--- config.mk ---
export PLATFORM = sky130hd
export DESIGN_NAME = id_decode_stage_flat
export DESIGN_NICKNAME = d
export VERILOG_FILES = /design/src/rtl/id_decode_stage_if.sv /design/src/rtl/id_decode_stage.sv /design/src/flat_wrapper.sv
export SDC_FILE = /design/constraint.sdc
export NUM_CORES = 1
export LEC_CHECK = 0
export CAP_MARGIN = 40
export CORE_UTILIZATION = 50
export DETAILED_ROUTE_END_ITERATION = 7
export GPL_TIMING_DRIVEN = 1
export PLACE_DENSITY_LB_ADDON = 0.12
export SETUP_SLACK_MARGIN = 0.05
export SLEW_MARGIN = 0
export SYNTH_ARGS = -nofsm -noshare
export SYNTH_HDL_FRONTEND = slang
export SYNTH_SLANG_ARGS = --single-unit
--- constraint.sdc ---
create_clock -name clk -period 2.2 [get_ports clk]
set_input_delay 0.55 -clock clk [delete_from_list [all_inputs] [get_ports clk]]
set_output_delay 0.55 -clock clk [all_outputs]
set_load 0.005 [all_outputs]
--- src/rtl/id_decode_stage_if.sv ---
// Handshake bundle around the decode stage: fetch-side input and decoded output.
// No logic here; the stage uses the master view, the surrounding pipeline the slave view.
// Both sides use valid/ready; ready on the fetch side is driven from a register.
interface id_decode_stage_if #(
  parameter int XLEN = 32
);
  // fetch side
  logic            in_valid;
  logic            in_ready;
  logic [31:0]     instruction;
  logic [XLEN-1:0] pc_in;
  // decoded side
  logic            out_valid;
  logic            out_ready;
  logic [XLEN-1:0] pc_out;
  logic [6:0]      opcode;
  logic [4:0]      rd;
  logic [4:0]      rs1;
  logic [4:0]      rs2;
  logic [2:0]      funct3;
  logic [6:0]      funct7;
  logic [2:0]      itype;
  logic [XLEN-1:0] imm;
  logic            illegal;

  // view taken by the decode stage itself
  modport master (
    input  in_valid, instruction, pc_in, out_ready,
    output in_ready, out_valid, pc_out, opcode, rd, rs1, rs2,
           funct3, funct7, itype, imm, illegal
  );

  // view taken by the fetch/execute environment around the stage
  modport slave (
    output in_valid, instruction, pc_in, out_ready,
    input  in_ready, out_valid, pc_out, opcode, rd, rs1, rs2,
           funct3, funct7, itype, imm, illegal
  );
endinterface

--- src/rtl/id_decode_stage.sv ---
// Instruction decode stage: field split, format class, sign-extended immediate, illegal flag.
// Latency 1 cycle from accept to out_valid.
// 2-entry skid buffer; in_ready is registered (low only while the skid entry is full).
module id_decode_stage #(
  parameter int XLEN  = 32,
  parameter bit FP_EN = 1'b1
) (
  input  logic               clk,
  input  logic               rst_n,
  input  logic               flush,
  id_decode_stage_if.master  bus
);

  typedef struct packed {
    logic [XLEN-1:0] pc;
    logic [6:0]      opcode;
    logic [4:0]      rd;
    logic [4:0]      rs1;
    logic [4:0]      rs2;
    logic [2:0]      funct3;
    logic [6:0]      funct7;
    logic [2:0]      itype;
    logic [XLEN-1:0] imm;
    logic            illegal;
  } entry_t;

  typedef enum logic [1:0] {EMPTY, ONE, TWO} state_t;

  localparam logic [2:0] T_R    = 3'b000;
  localparam logic [2:0] T_I    = 3'b001;
  localparam logic [2:0] T_U    = 3'b010;
  localparam logic [2:0] T_B    = 3'b011;
  localparam logic [2:0] T_S    = 3'b100;
  localparam logic [2:0] T_J    = 3'b101;
  localparam logic [2:0] T_IALU = 3'b110;
  localparam logic [2:0] T_BAD  = 3'b111;

  state_t             state;
  logic               out_valid_q;
  logic               in_ready_q;
  entry_t             out_q;
  entry_t             skid_q;

  logic [31:0]        inst;
  logic [2:0]         dec_type;
  logic signed [31:0] imm32;
  entry_t             dec;
  logic               accept;
  logic               xfer;

  assign inst   = bus.instruction;
  assign accept = bus.in_valid & in_ready_q;
  assign xfer   = out_valid_q & bus.out_ready;

  // Format class from the opcode; anything unlisted (including inst[1:0] != 11) is illegal.
  always_comb begin
    dec_type = T_BAD;
    case (inst[6:0])
      7'b0110011: dec_type = T_R;
      7'b0010011: dec_type = T_IALU;
      7'b0000011,
      7'b1100111: dec_type = T_I;
      7'b0110111,
      7'b0010111: dec_type = T_U;
      7'b1100011: dec_type = T_B;
      7'b0100011: dec_type = T_S;
      7'b1101111: dec_type = T_J;
      7'b0000111: dec_type = FP_EN ? T_I : T_BAD;
      7'b0100111: dec_type = FP_EN ? T_S : T_BAD;
      default:    dec_type = T_BAD;
    endcase
  end

  // Immediate assembly: pack the field at the top of a word, then arithmetic-shift into place.
  always_comb begin
    imm32 = '0;
    case (dec_type)
      T_I, T_IALU: imm32 = $signed(inst) >>> 20;
      T_S:         imm32 = $signed({inst[31:25], inst[11:7], 20'b0}) >>> 20;
      T_B:         imm32 = $signed({inst[31], inst[7], inst[30:25], inst[11:8], 1'b0, 19'b0}) >>> 19;
      T_U:         imm32 = $signed({inst[31:12], 12'b0});
      T_J:         imm32 = $signed({inst[31], inst[19:12], inst[20], inst[30:21], 1'b0, 11'b0}) >>> 11;
      default:     imm32 = '0;
    endcase
  end

  // Decoded entry as it would be captured this cycle.
  always_comb begin
    dec         = '0;
    dec.pc      = bus.pc_in;
    dec.opcode  = inst[6:0];
    dec.rd      = inst[11:7];
    dec.rs1     = inst[19:15];
    dec.rs2     = inst[24:20];
    dec.funct3  = inst[14:12];
    dec.funct7  = inst[31:25];
    dec.itype   = dec_type;
    dec.imm     = XLEN'(imm32);
    dec.illegal = (dec_type == T_BAD);
  end

  // Buffer control: output register plus skid entry, FIFO order, flush empties both.
  always_ff @(posedge clk or negedge rst_n) begin
    if (!rst_n) begin
      state        <= EMPTY;
      out_valid_q  <= 1'b0;
      in_ready_q   <= 1'b1;
      out_q        <= '0;
      out_q.itype  <= T_BAD;
      skid_q       <= '0;
    end else if (flush) begin
      state        <= EMPTY;
      out_valid_q  <= 1'b0;
      in_ready_q   <= 1'b1;
    end else begin
      case (state)
        EMPTY: begin
          if (accept) begin
            out_q       <= dec;
            out_valid_q <= 1'b1;
            state       <= ONE;
          end
        end
        ONE: begin
          if (accept && xfer) begin
            out_q <= dec;
          end else if (accept) begin
            skid_q     <= dec;
            in_ready_q <= 1'b0;
            state      <= TWO;
          end else if (xfer) begin
            out_valid_q <= 1'b0;
            state       <= EMPTY;
          end
        end
        TWO: begin
          if (xfer) begin
            out_q      <= skid_q;
            in_ready_q <= 1'b1;
            state      <= ONE;
          end
        end
        default: begin
          out_valid_q <= 1'b0;
          in_ready_q  <= 1'b1;
          state       <= EMPTY;
        end
      endcase
    end
  end

  assign bus.in_ready  = in_ready_q;
  assign bus.out_valid = out_valid_q;
  assign bus.pc_out    = out_q.pc;
  assign bus.opcode    = out_q.opcode;
  assign bus.rd        = out_q.rd;
  assign bus.rs1       = out_q.rs1;
  assign bus.rs2       = out_q.rs2;
  assign bus.funct3    = out_q.funct3;
  assign bus.funct7    = out_q.funct7;
  assign bus.itype     = out_q.itype;
  assign bus.imm       = out_q.imm;
  assign bus.illegal   = out_q.illegal;

endmodule

--- src/flat_wrapper.sv ---
// flat-port wrapper written by rule: the top's interface ports become plain ports
module id_decode_stage_flat 
#(
  parameter int XLEN  = 32,
  parameter bit FP_EN = 1'b1
)
  (clk, rst_n, flush, bus_in_valid, bus_instruction, bus_pc_in, bus_out_ready, bus_in_ready, bus_out_valid, bus_pc_out, bus_opcode, bus_rd, bus_rs1, bus_rs2, bus_funct3, bus_funct7, bus_itype, bus_imm, bus_illegal);
  id_decode_stage_if #(.XLEN(XLEN)) bus_i ();
  input  logic clk;
  input  logic rst_n;
  input  logic flush;
  input wire logic [$bits(bus_i.in_valid)-1:0] bus_in_valid;
  input wire logic [$bits(bus_i.instruction)-1:0] bus_instruction;
  input wire logic [$bits(bus_i.pc_in)-1:0] bus_pc_in;
  input wire logic [$bits(bus_i.out_ready)-1:0] bus_out_ready;
  output wire logic [$bits(bus_i.in_ready)-1:0] bus_in_ready;
  output wire logic [$bits(bus_i.out_valid)-1:0] bus_out_valid;
  output wire logic [$bits(bus_i.pc_out)-1:0] bus_pc_out;
  output wire logic [$bits(bus_i.opcode)-1:0] bus_opcode;
  output wire logic [$bits(bus_i.rd)-1:0] bus_rd;
  output wire logic [$bits(bus_i.rs1)-1:0] bus_rs1;
  output wire logic [$bits(bus_i.rs2)-1:0] bus_rs2;
  output wire logic [$bits(bus_i.funct3)-1:0] bus_funct3;
  output wire logic [$bits(bus_i.funct7)-1:0] bus_funct7;
  output wire logic [$bits(bus_i.itype)-1:0] bus_itype;
  output wire logic [$bits(bus_i.imm)-1:0] bus_imm;
  output wire logic [$bits(bus_i.illegal)-1:0] bus_illegal;
  assign bus_i.in_valid = bus_in_valid;
  assign bus_i.instruction = bus_instruction;
  assign bus_i.pc_in = bus_pc_in;
  assign bus_i.out_ready = bus_out_ready;
  assign bus_in_ready = bus_i.in_ready;
  assign bus_out_valid = bus_i.out_valid;
  assign bus_pc_out = bus_i.pc_out;
  assign bus_opcode = bus_i.opcode;
  assign bus_rd = bus_i.rd;
  assign bus_rs1 = bus_i.rs1;
  assign bus_rs2 = bus_i.rs2;
  assign bus_funct3 = bus_i.funct3;
  assign bus_funct7 = bus_i.funct7;
  assign bus_itype = bus_i.itype;
  assign bus_imm = bus_i.imm;
  assign bus_illegal = bus_i.illegal;
  id_decode_stage #(.XLEN(XLEN), .FP_EN(FP_EN)) u_core (.clk(clk), .rst_n(rst_n), .flush(flush), .bus(bus_i));
endmodule
==> results of run 1 <==
layout make-up:
class / count / area [um2]
Tap cell: 225 / 282
Sequential cell: 204 / 5110
Multi-Input combinational cell: 731 / 3470
Clock buffer: 28 / 634
Timing Repair Buffer: 262 / 2600
Inverter: 2 / 7.51
Clock inverter: 10 / 103
Fill cell: 1420 / 5100
power by group:
group	switching, mW	internal (mW)	total (mW)
logic	1.80	2.34	4.14
registers	0.879	5.32	6.20
clock network	1.48	2.26	3.74
registers in the layout (all words and copies together) (netlist names), 5 cells and up:
signal / cells
u_core.bus.funct7: 7
u_core.bus.imm: 32
u_core.bus.opcode: 7
u_core.bus.pc_out: 32
u_core.bus.rd: 5
u_core.bus.rs1: 5
u_core.bus.rs2: 5
u_core.skid_q: 100
how the worst max path moves through the flow:
stage	start	endpoint	slack (ns)
after floorplan	bus_out_ready	u_core.bus.imm[1]	0.37
after global placement	bus_in_valid	u_core.bus.imm[15]	-0.20
after detailed placement	bus_instruction[6]	u_core.bus.imm[5]	-0.27
after CTS	u_core.bus.itype[1]	bus_itype[1]	0.07
after global routing	bus_instruction[2]	u_core.bus.imm[14]	0.05
final	u_core.bus.itype[1]	bus_itype[1]	0.09
layout by cell type (no fill, tap or decap), types with 5 or more instances in the layout:
cell / count
nand2_1: 369
dfrtp_1: 200
clkdlybuf4s50_1: 169
nor2_1: 116
buf_4: 76
a31oi_1: 66
a21oi_1: 28
nor3_1: 26
clkbuf_16: 23
o21ai_0: 21
a211oi_1: 20
buf_12: 16
a22o_1: 14
a21o_1: 8
and3_1: 7
clkinv_2: 7
clkbuf_8: 5
logic make-up after synthesis:
| group | Yosys count | share of synthesized area |
|---|---|---|
| buf+inv | 70 | 0.0363 |
| xor+xnor | 1 | 0.000988 |
| simple gates | 546 | 0.246 |
| flops | 204 | 0.577 |
| mux | 1 | 0.00113 |
| compound gates | 183 | 0.139 |
per-layer routing:
| metal | up-vias | global-route usage |
|---|---|---|
| met1 | 3868 | 0.396 |
| met4 | 0 | 0.0880 |
| met2 | 288 | 0.467 |
| met3 | 44 | 0.0355 |
| li1 | 3796 | - |
| met5 | - | 0 |
stage by stage:
stage,hold slack (ns),setup TNS (ns)
after floorplan,0.254,0
after global placement,0.457,-15.57
after detailed placement,0.462,-20.35
after CTS,0.00885,0
after global routing,0.0197,0
final,-0.000855,0
==> summary.md, run 1 <==
| Metric | Value |
|---|---|
| Starting density of the core | `0.512` |
| Post-Place Cells | `1,424` |
| Clk Tree Root Cell | `clkbuf_16` |
| Startpoint Class | `flip-flop` |
| Die area | `18,300 um2` |
| Post-route DRC | `0` |
| R2R setup slack | `0.21 ns` |
| Skew final | `0.0180 ns` |
| Leakage | `5.60 nW` |
| CTS sink cnt | `204` |
| Tmin final | `2.11 ns` |
| GRT Util Overall | `0.285` |
| Hold Buf Count CTS | `0` |
| Synthesized area | `8860 um2` |
| CTS clk-pin slew, worst paths | `0.06 ns` |
| Fin nets | `1,292` |
| Routed wire length | `25,300 um` |
| Reg2reg end | `u_core.skid_q[19]` |
| Inserted Clock Buffers | `22` |
| Metal2 WL | `12,000 um` |
| Ports | `171` |
| Top post-synthesis cells by area | `dfrtp_1 56%, nand2_1 16%, nor2_1 5.0%` |
| Yosys Warn Count | `0` |
| Post-synth EDFFs | `0` |
| Worst hold slack | `-0.000855 ns` |
| CORE AREA | `17,300 um2` |
| Syn Area/Cell | `8.82 um2` |
| Worst Path Arrival | `1.56 ns` |
| Worst hold path type | `in -> async` |
| Syn Inst Count | `1,005` |
| WP depth | `1` |
| # diodes | `0` |
| Worst-path cell chain | `clkdlybuf4s50_1` |
| Initial antenna violation count | `0` |
| Area post-placement | `11,500 um2` |
| Synth-to-Final Area Change | `37.6%` |
| Post-synthesis sequential area ratio | `0.577` |
| CTS tree | `built` |
| CP bufs+invs | `1` |
| CP endpoint kind | `output pin` |
| Vias post-DR | `7,996` |
| Top FF cell, synth | `dfrtp_1` |
| Relative max-transition margin | `0.508` |
| Max-slew violations | `0` |
| Maximum root-to-sink buffer count | `3` |
| Non-filler cells, final | `1,462` |
| Share of cells above drive strength 1 | `0.118` |
| Cell area after layout | `12,200 um2` |
| Met1 wire length | `11,300 um` |
| Status | `finished, violations left` |
| Dpl ws | `-0.272 ns` |
| Worst-Margin Slew | `0.732 ns` |
| DRT antenna net count | `0` |
| Final worst slack | `0.0868 ns` |
| Site row count | `48` |
| Pwr Density | `1150 nW/um2` |
| Detailed-router iteration count before antenna repair | `5` |
| Most common library cells after synthesis | `370 x nand2_1, 200 x dfrtp_1, 117 x nor2_1, 66 x a31oi_1, 40 x clkbuf_1` |
| Max stage delay on crit path | `0.54 ns` |
| Max frequency | `473 MHz` |
| RR Startpoint | `u_core.bus.in_ready` |
| RSZ-0062 raised after global routing | `no` |
| #FFs+latches synth | `204` |
| Slowest cell on crit path | `clkdlybuf4s50_1` |
| Top delay family on crit path | `buffers and inverters` |
| Worst reg-to-reg path cell count | `6` |
| Final Hold Viols | `1` |
| Die Ht | `135 um` |
| Failing checks | `hold timing` |
| Drt wl/cell | `17.3 um` |
| Max VDD drop | `658 uV` |
| Total Power | `14.1 mW` |
| Die Span X | `135 um` |
| Ys async rst share | `1.00` |
| Top-count cell post-synth | `nand2_1` |
| Largest net degree at the start of global routing | `66` |
| Critical path class | `reg -> out` |
| Area leader, netlist | `dfrtp_1` |
| Worst endpoint required time | `1.65 ns` |
| Fin crit share | `0.961` |
| CTS resizes | `0` |
| Met3 wire len | `1430 um` |
| Synth Net Count | `1,074` |
| First-pass GRT wire length | `40,700 um` |
| Post-synth top area share | `0.565` |
| Setup Fix Bufs, Post-CTS | `0` |
| Port bufs | `170` |
| Worst-skew pair later-pin latency | `0.50 ns` |
| First DRT Iteration DRCs | `617` |
| Routability cong. | `0.932` |
| Total grt overflow | `0` |
| Critical Path Fanout Max | `2` |
| Depth of the CTS H-tree | `1` |
| Final core utilization | `0.705` |
| Distinct cells, synth | `51` |
| Final setup fails | `0` |
| Max cap viols | `0` |
| Highest Signal Layer | `met4` |
| DPL Wire Length | `16,900 um` |
| Vias per cell | `5.47` |
| Vias in the first global route | `7,872` |
No activity file was read; power rests on OpenSTA's default activity.
==> run 2: changes to the inputs <==
CORE_UTILIZATION = 47   (was 50)
clock period = 1.8 ns   (was 2.2 ns; I/O delays follow)
==> summary.md, run 2 (synthesis results as in run 1) <==
| Metric | Value |
|---|---|
| Max VDD drop | `752 uV (+14%)` |
| Pwr Density | `1320 nW/um2 (+14%)` |
| CORE AREA | `18,200 um2 (+5.3%)` |
| Final Hold Viols | `0 (-1)` |
| Met1 wire length | `11,400 um (+1.1%)` |
| Total grt overflow | `0 (unchanged)` |
| DPL Wire Length | `17,200 um (+1.7%)` |
| Critical path's most frequent cell | `buf_12` |
| Detailed-router iteration count before antenna repair | `5 (unchanged)` |
| Worst Path Arrival | `2.14 ns (+0.58 ns)` |
| Max frequency | `566 MHz` |
| Ports | `171 (unchanged)` |
| Maximum root-to-sink buffer count | `3 (unchanged)` |
| Worst hold slack | `0.447 ns (+0.448 ns)` |
| Max-slew violations | `0 (unchanged)` |
| Max stage delay on crit path | `0.54 ns (about the same)` |
| Leakage | `6.04 nW (+7.7%)` |
| Worst-skew pair later-pin latency | `0.51 ns (about the same)` |
| Skew final | `0.0145 ns (-0.00350 ns)` |
| Max cap viols | `0 (unchanged)` |
| Slowest cell on crit path | `dfstp_2` |
| # diodes | `0 (unchanged)` |
| Vias post-DR | `8,155 (+2.0%)` |
| CTS clk-pin slew, worst paths | `0.06 ns (about the same)` |
| Most frequent cells in the layout | `367 x nand2_1, 199 x dfrtp_1, 113 x nor2_1, 99 x dlygate4sd2_1, 85 x buf_4` |
| Post-route DRC | `0 (unchanged)` |
| First-pass GRT wire length | `41,700 um (+2.7%)` |
| Fillers | `1,426 (+0.42%)` |
| Site row count | `49 (+2.1%)` |
| Post-Place Cells | `1,430 (+0.42%)` |
| Die area | `19,400 um2 (+6.3%)` |
| Met3 wire len | `1570 um (+10%)` |
| Worst endpoint required time | `2.17 ns (+0.52 ns)` |
| Routability cong. | `0.891 (-4.4%)` |
| Clk Tree Root Cell | `clkbuf_16` |
| Relative max-transition margin | `0.720 (+0.211)` |
| Largest register FFs | `100 (unchanged)` |
| First DRT Iteration DRCs | `714 (+16%)` |
| Non-filler cells, final | `1,498 (+2.5%)` |
| Depth of the CTS H-tree | `1 (unchanged)` |
| Setup total negative slack | `0 ns (unchanged)` |
| Vias per cell | `5.44 (-0.46%)` |
| Port bufs | `170 (unchanged)` |
| Drt wl/cell | `17.4 um (+0.54%)` |
| DRT antenna net count | `0 (unchanged)` |
| Die Span X | `139 um (+3.1%)` |
| Final worst slack | `0.0322 ns (-0.0546 ns)` |
| Starting density of the core | `0.487 (-0.0257)` |
| CP endpoint kind | `flip-flop` |
| RSZ-0062 raised after global routing | `yes` |
| Initial antenna violation count | `0 (unchanged)` |
| Share of cells above drive strength 1 | `0.168 (+0.0498)` |
| Routed wire length | `26,100 um (+3.0%)` |
| CTS sink cnt | `204 (unchanged)` |
| Synth-to-Final Area Change | `44.1%` |
| CTS tree | `built` |
| Largest net degree at the start of global routing | `80 (+21%)` |
| Final setup fails | `0 (unchanged)` |
| Top reg by flops | `u_core.skid_q` |
| Startpoint Class | `flip-flop` |
| Critical path class | `reg -> reg` |
| GRT Util Overall | `0.270 (-0.0149)` |
| Fin nets | `1,322 (+2.3%)` |
| Tmin final | `1.77 ns` |
| Worst-Margin Slew | `0.417 ns (-0.315 ns)` |
| Worst-path cell chain | `and3b_2, a22oi_4, or2_4, buf_12, buf_12, nor3_1, a211oi_1` |
| Metal2 WL | `12,500 um (+4.1%)` |
| Die Ht | `139 um (+3.1%)` |
| Highest Signal Layer | `met4` |
| Fin crit share | `0.982` |
| Dpl ws | `-0.615 ns (-0.343 ns)` |
| Commonest non-fill, non-tap cell in the layout | `nand2_1` |
| Inserted Clock Buffers | `23 (+4.5%)` |
| Worst hold path type | `in -> async` |
| Critical Path Fanout Max | `13 (+11)` |
| Vias in the first global route | `7,850 (-0.28%)` |
| Status | `complete, no violations` |
-- run 2: cell count changes in the layout (fill, tap and decap cells not counted), sizes merged --
cell           change
clkbuf            +13
dlygate4sd2       +99
dlygate4sd3        +1
clkdlybuf4s15      +2
buf               +24
bufinv             -2
clkinv             -2
dlymetal6s2s       +3
clkdlybuf4s50    -106
-- run 2: what timing repair did --
| action | 4_1_cts | 5_1_grt |
|---|---|---|
| endpoints found under the setup margin | 171 | 174 |
| hold buffers | 1 | 0 |
| gates cloned | 1 | 5 |
| setup buffers | 17 | 3 |
| endpoints found under the hold margin | 31 | 0 |
| resized for setup | 132 | 50 |
| pin swaps | 5 | 2 |
-- run 2: worst max-delay path: cells and delay by family, from the launching register on --
kind            cells  cell delay (ns)
simple gates        3             0.64
compound gates      2             0.16
buf+inv             2             0.30
flops               1             0.54
-- run 2: area by class of cell --
cell class                 count  area, um2  share of cell area
multi-input combinational    731       3740               0.293
sequential                   204       5110               0.400
timing repair buffer         291       2930               0.229
clock buffer                  35        661              0.0517
inverter                       2       7.51            0.000588
tap                          229        287              0.0224
clock inverter                 6       32.5             0.00255
-- run 2: report_power, final --
group | internal, mW | total, mW | switching [mW]
logic | 2.60 | 4.92 | 2.32
clock network | 2.52 | 4.32 | 1.80
registers | 6.50 | 7.62 | 1.11
-- run 2: through the flow --
stage	instance area (um2)	total power, mW	util
2_1_floorplan	8870	9.66	-
6_report	12800	16.9	0.701
5_1_grt	12800	18.0	0.701
4_1_cts	12400	16.8	0.680
3_3_place_gp	11500	12.6	0.634
3_5_place_dp	11500	12.8	0.634
-- run 2: metal layers --
| layer | up-vias | global-route usage |
|---|---|---|
| li1 | 3862 | - |
| met4 | 0 | 0.0784 |
| met3 | 44 | 0.0348 |
| met2 | 284 | 0.438 |
| met1 | 3965 | 0.379 |
| met5 | - | 0 |
-- run 2: path summary, 6_finish.rpt --
path	from	endpoint	slack, ns	cells past startpoint
hold / removal	rst_n	u_core.skid_q[80]	0.45	2
min in group clk	bus_instruction[4]	u_core.skid_q[33]	0.46	3
setup / recovery	u_core.bus.in_ready	u_core.bus.imm[15]	0.03	7
hold reg to reg	u_core.skid_q[51]	u_core.skid_q[51]	0.47	2
max in group asynchronous	rst_n	u_core.bus.in_ready	0.75	3
setup reg to reg	u_core.bus.in_ready	u_core.bus.imm[15]	0.03	7
